## config.mk

```make
export PLATFORM = sky130hd
export DESIGN_NAME = instr_fetch_unit
export DESIGN_NICKNAME = d
export VERILOG_FILES = /design/src/rtl/instr_fetch_unit.sv
export SDC_FILE = /design/constraint.sdc
export NUM_CORES = 1
export LEC_CHECK = 0
export CORE_UTILIZATION = 35
export DETAILED_ROUTE_END_ITERATION = 10
export GPL_TIMING_DRIVEN = 0
export PLACE_DENSITY_LB_ADDON = 0.15
export SYNTH_ARGS = -nofsm -noshare
export SYNTH_HDL_FRONTEND = slang
export SYNTH_SLANG_ARGS = --single-unit
```

## constraint.sdc

```tcl
create_clock -name clk -period 9.5 [get_ports clk]
set_input_delay 1.425 -clock clk [delete_from_list [all_inputs] [get_ports clk]]
set_output_delay 1.425 -clock clk [all_outputs]
set_load 0.02 [all_outputs]
```

## src/rtl/instr_fetch_unit.sv

```systemverilog
// Instruction fetch stage: owns the PC, fetches over a req/ready handshake,
// holds each instruction until it is retired and resolves the next PC.
module instr_fetch_unit #(
    parameter logic [31:0] RESET_PC = 32'h0000_0000,
    parameter int unsigned TIMEOUT  = 255
) (
    input  logic        clk,
    input  logic        reset,

    output logic        imem_req,
    output logic [31:0] imem_addr,
    input  logic        imem_ready,
    input  logic [31:0] imem_rdata,

    output logic [31:0] instr,
    output logic [5:0]  opcode,
    output logic        instr_valid,
    input  logic        instr_ready,

    output logic [31:0] pc,
    output logic [31:0] pc_plus4,

    input  logic        branch_taken,
    input  logic [15:0] branch_imm,
    input  logic        jump,
    input  logic [25:0] jump_index,
    input  logic        jr,
    input  logic [31:0] jr_target,

    output logic        fetch_err,
    output logic        halted
);

    typedef enum logic [1:0] {
        REQ   = 2'd0,
        ISSUE = 2'd1,
        HALT  = 2'd2
    } fetchState;

    localparam logic [15:0] TIMEOUT_LAST = 16'(TIMEOUT - 1);

    fetchState   state;
    fetchState   nextState;
    logic [15:0] waitCount;

    logic [31:0] nextPc;
    logic [31:0] branchOffset;
    logic        loadInstr;
    logic        loadPc;
    logic        setErr;
    logic        clearCount;
    logic        incCount;

    // Branch offset is a signed word offset, so shift left by two after extension.
    assign branchOffset = {{14{branch_imm[15]}}, branch_imm, 2'b00};

    always_comb begin
        if (jr) begin
            nextPc = jr_target;
        end else if (jump) begin
            nextPc = {pc_plus4[31:28], jump_index, 2'b00};
        end else if (branch_taken) begin
            nextPc = pc_plus4 + branchOffset;
        end else begin
            nextPc = pc_plus4;
        end
    end

    // NOTE: every signal driven here gets a default first so no latch is inferred.
    always_comb begin
        nextState   = state;
        imem_req    = 1'b0;
        instr_valid = 1'b0;
        halted      = 1'b0;
        loadInstr   = 1'b0;
        loadPc      = 1'b0;
        setErr      = 1'b0;
        clearCount  = 1'b0;
        incCount    = 1'b0;

        case (state)
            REQ: begin
                imem_req = 1'b1;
                if (imem_ready) begin
                    loadInstr  = 1'b1;
                    clearCount = 1'b1;
                    nextState  = ISSUE;
                end else if (waitCount == TIMEOUT_LAST) begin
                    setErr    = 1'b1;
                    nextState = HALT;
                end else begin
                    incCount = 1'b1;
                end
            end
            ISSUE: begin
                instr_valid = 1'b1;
                if (instr_ready) begin
                    if (nextPc[1:0] != 2'b00) begin
                        setErr    = 1'b1;
                        nextState = HALT;
                    end else begin
                        loadPc    = 1'b1;
                        nextState = REQ;
                    end
                end
            end
            HALT: begin
                halted = 1'b1;
            end
            default: begin
                nextState = HALT;
            end
        endcase
    end

    // NOTE: sequential state uses non-blocking assignments so all registers update together.
    always_ff @(posedge clk or posedge reset) begin
        if (reset) begin
            state <= REQ;
        end else begin
            state <= nextState;
        end
    end

    always_ff @(posedge clk or posedge reset) begin
        if (reset) begin
            pc        <= RESET_PC;
            pc_plus4  <= RESET_PC + 32'd4;
            instr     <= 32'h0;
            fetch_err <= 1'b0;
            waitCount <= 16'h0;
        end else begin
            if (loadInstr) begin
                instr <= imem_rdata;
            end
            if (loadPc) begin
                pc       <= nextPc;
                pc_plus4 <= nextPc + 32'd4;
            end
            if (setErr) begin
                fetch_err <= 1'b1;
            end
            if (clearCount) begin
                waitCount <= 16'h0;
            end else if (incCount) begin
                waitCount <= waitCount + 16'd1;
            end
        end
    end

    assign imem_addr = pc;
    assign opcode    = instr[31:26];

endmodule

```

== Yosys cells after proc, flatten, opt, wreduce, memory -nomap -nowiden ==
Index checks and enable logic that the tools add are counted.
Storage, ports and cells
  bits in registers: 115
  output and inout bits: 138
  word-level logic and storage cells: 45
Cells by class
  add/sub/neg operators: 3
  equality and inequality tests: 5
  mux-type cells: 26
  bitwise gates (word level): 1
  reduce and logical (&&, ||, !) cells: 4
Operator list (count)
  $mux 32: 3
  $add 32x3->32 const B: 1
  $add 32x32->32: 1
  $mux 16: 2
  $add 16x1->16 const B: 1
  $eq 16x8->1 const B: 1
  $mux 1: 15
  $mux 2: 4
  $pmux 2 s3: 1
  $reduce_bool 2->1: 2
  $ne 3x3->1 const B: 1
  $reduce_and 3->1: 1
  $eq 2x1->1 const B: 1
  $eq 2x2->1 const B: 1
  $logic_not 2->1: 1
  $ne 2x2->1 const B: 1
  $pmux 1 s2: 1
  $not 1->1: 1

== Depth between registers and ports, before layout ==
  depth after elaboration: 8
  gate-level depth with buffers: 17

== Least setup slack after synthesis ==
Ideal clock, no wire load.
  path type: input to register
  from: in jr
  to: reg pc_plus4[28]
  library setup time: 129 ps
  data arrival time: 5441 ps
  setup slack: 3930 ps
  stages: 17
  buffers on the path: 7
  path through: buf_4 -> buf_2 -> buf_6 -> clkbuf_1 -> clkbuf_1 -> clkbuf_1 -> clkbuf_1 -> mux2_2 -> ha_1 -> o2111ai_2 -> or4_4 -> a2111oi_4 -> nand4_4 -> nor3_2 -> or4b_1 -> xnor2_1 -> o21ai_1
Between the ends
  elaborated cells on any way between the ends: 6
RTL lines
  start, declared: line 27  | input logic jr,
  $mux 32: line 58  | if (jr) begin
  net nextPc[3]: line 46  | logic [31:0] nextPc;
  $add 32x3->32: line 138  | pc_plus4 <= nextPc + 32'd4;
  end signal, assigned: line 128  | pc_plus4 <= RESET_PC + 32'd4;
  end signal, assigned: line 138
  end, declared: line 21  | output logic [31:0] pc_plus4,
The timed path passes the listed nets, and every way through them passes these cells.
A chain may end at the register's enable or synchronous reset.

== Worst setup path in the final report ==
Same ends and word-level chain as after synthesis.

==> impl_metrics.toml <==
[logic_synthesis]
synth_top_area_cell = "dfrtp_1"
synthFlopType = "dfrtp_1"
yosys-top-cells-area = "dfrtp_1, nand2_1, o21ai_0, ha_1, a21oi_1"
yosysUniqueCellTypes = 76
netlist_instances = 1021
synthArstFlopShare_pct = 100
synth_edf_count = 0
synth-seq-cells = 113
syn_area_um2 = 8260
synth_top_area_share_pct = 33.9
seq_area_frac_synth_pct = 34.3
syn-num-nets = 1167
ys.warnings.count = 0
syn_avg_cell_area_um2 = 8.09

[critical_path]
path_class = "input port to flop"
end_kind = "flop"
r2r_start = "pc_plus4[2]"
startpoint = "jr"
arrival_ns = 6.75
r2r_end = "pc_plus4[29]"
r2r_slack_ns = 4.74
cp_max_fo = 10
required_ns = 9.83
startpoint_type = "input port"
r2r_cells = 14

[sta]
period_needed_ns = 6.43
hold_viol = 0
slew_viol_final = 0
rsz0062_at_grt = "false"
max_freq_mhz = 156
hold_ws_ns = 0.470
tns_ns = 0
skew_ns = 0.0100
tightestPinTransition_ns = 0.910
setup_violations = 0
slew_headroom_pct = 39.1
setup_slack_ns = 3.07
post-route-period-util_pct = 67.7

[clocking]
cts_sinks = 113
cts_setup_buffers = 0
htree_levels = 4
cts.clk_slew.worst_paths_ns = 0.06
cts_buffers = 17
cts_root_buffer = "clkbuf_16"
cts_tree = "yes"
cts_hold_buf = 0
clk_latency_ns = 0.41
cts_resized = 0
clk_path_buf_depth = 2

[placed_design]
dpl_worst_slack_ns = 2.73
portBuffers = 249
dp.cells = 1584
place.gp.congestion = 0.926
dpl.hpwl_mm = 22.3

[die]
core_um2 = 22900
die_w_um = 156
std_cell_rows = 55
die_y_um = 156
boundaryPins = 251
die_area_um2 = 24200
initial_core_util_pct = 36.0

[status]
status = "finished clean"

[global_routing]
grt_max_degree = 69
grt.total_usage_pct = 23.4
antenna_found_initial = 1
grt_pass1_vias = 7918
overflow = 0
grt_pass1_wl_mm = 43.9

[hold_path]
holdPathStages = 2
holdPathEnd = "instr[25]"
min_path_type = "flop to flop"
min-delay-start = "instr[25]"

[routing]
vias = 8572
drt-pass1-iter-count = 5
drc = 0
routed_wl_mm = 28.6
drt_iter0_markers = 554
ant_nets = 0
via_per_inst = 5.30
wl_per_cell_um = 17.7

[pwr]
vdd_drop_max_uv = 153
p_leak_nw = 5.05
p_per_area_nw_per_um2 = 262

[cells_and_area]
n_fill_cell = 2170
layout_commonest_cell = "clkdlybuf4s50_1"
drive_above_1_share_pct = 9.59
final_core_util_pct = 51.6
finalNonFillerCells = 1617
layout_common_cells = "clkdlybuf4s50_1, nand2_1, dfrtp_1, o21ai_0, a21oi_1"
finish.net_count = 1436
area_delta_synth_final_pct = 43.3

[run]
drv_cap = 0
[report_power, final]
part           total [mW]  switching [mW]  internal, mW
combinational        1.58           0.847         0.731
sequential          0.813           0.172         0.641
clock               0.710           0.241         0.469
[cells in the mapped netlist (all sizes together), types with 3 or more instances]
master	instances
nand4	14
or3	12
or4	4
mux2	18
a2111oi	6
nor3b	12
o21a	10
ha	32
a211oi	15
dfrtp	112
clkbuf	36
nor3	24
o21bai	9
o211ai	8
buf	55
and4	4
o21ai	86
xor2	17
a211o	3
nor2	60
nand3b	4
nand3	27
nor4	10
nor2b	5
nand2	226
nand2b	7
inv	20
o31a	3
and3	8
a31oi	5
a21oi	68
a21o	19
o31ai	8
o2111ai	3
or4b	3
and2	11
xnor2	28
[sequential cells by signal (all words and copies together) (netlist names)]
register and cells:
imem_addr 32, instr 32, pc_plus4 30, waitCount 16, state 2, fetch_err 1
[per-stage QoR]
| stage | power, mW | cell area, µm² |
|---|---|---|
| floorplan | 1.69 | 8260 |
| global placement | 2.37 | 11100 |
| detailed placement | 2.39 | 11200 |
| CTS | 3.11 | 11800 |
| global route | 3.27 | 11800 |
| finish | 3.10 | 11800 |
[metal layers]
metal | share of wire, % | vias up | wire, µm | global-route usage (%)
li1 | - | 4128 | - | -
met1 | 45 | 4113 | 13000 | 32.4
met2 | 48 | 300 | 13600 | 38.6
met3 | 6.2 | 31 | 1780 | 3.53
met4 | 0.89 | 0 | 254 | 4.90
met5 | 0 | - | 0 | 0
[kinds of logic (layout without fill, tap and decap cells)]
| logic type | after synthesis | in the layout | share of synthesized area [%] |
|---|---|---|---|
| compound gates | 263 | 263 | 20.7 |
| simple gates | 436 | 436 | 24.8 |
| mux | 20 | 20 | 2.70 |
| fa+ha+maj | 33 | 33 | 5.09 |
| buf+inv | 111 | 393 | 7.62 |
| other cells | 0 | 1 | 0 |
| flops | 113 | 113 | 34.3 |
| xor+xnor | 45 | 45 | 4.77 |
[area by class of cell]
type	count	area (µm²)	area share (%)
plain buffers	91	554	4.68
clock inverters	15	231	1.96
clock buffers	17	425	3.59
repair buffers	250	2520	21.3
multi-input cells	797	4800	40.6
inverters	20	80.1	0.677
flip-flops and latches	113	2830	23.9
diodes	1	2.50	0.0211
well taps	313	392	3.31
[worst max-delay path by stage]
stage / to / slack [ns]
after CTS: pc_plus4[28] / 3.16
after global placement: pc_plus4[28] / 2.77
final: pc_plus4[28] / 3.07
after global routing: pc_plus4[28] / 2.85
after detailed placement: pc_plus4[28] / 2.73
after floorplan: pc_plus4[28] / 3.93
[worst max-delay path, stage by stage]
cell,delay [ns]
buf_4,0.16
buf_2,0.27
buf_6,0.20
clkbuf_1,0.46
clkbuf_1,0.41
clkbuf_1,0.37
clkbuf_1,0.55
mux2_2,0.30
ha_1,0.22
o2111ai_2,0.20
or4_4,0.60
a2111oi_4,0.34
nand4_4,0.20
nor3_2,0.26
or4b_1,0.47
xnor2_1,0.14
o21ai_1,0.15
(Power assumes the default switching activity.)
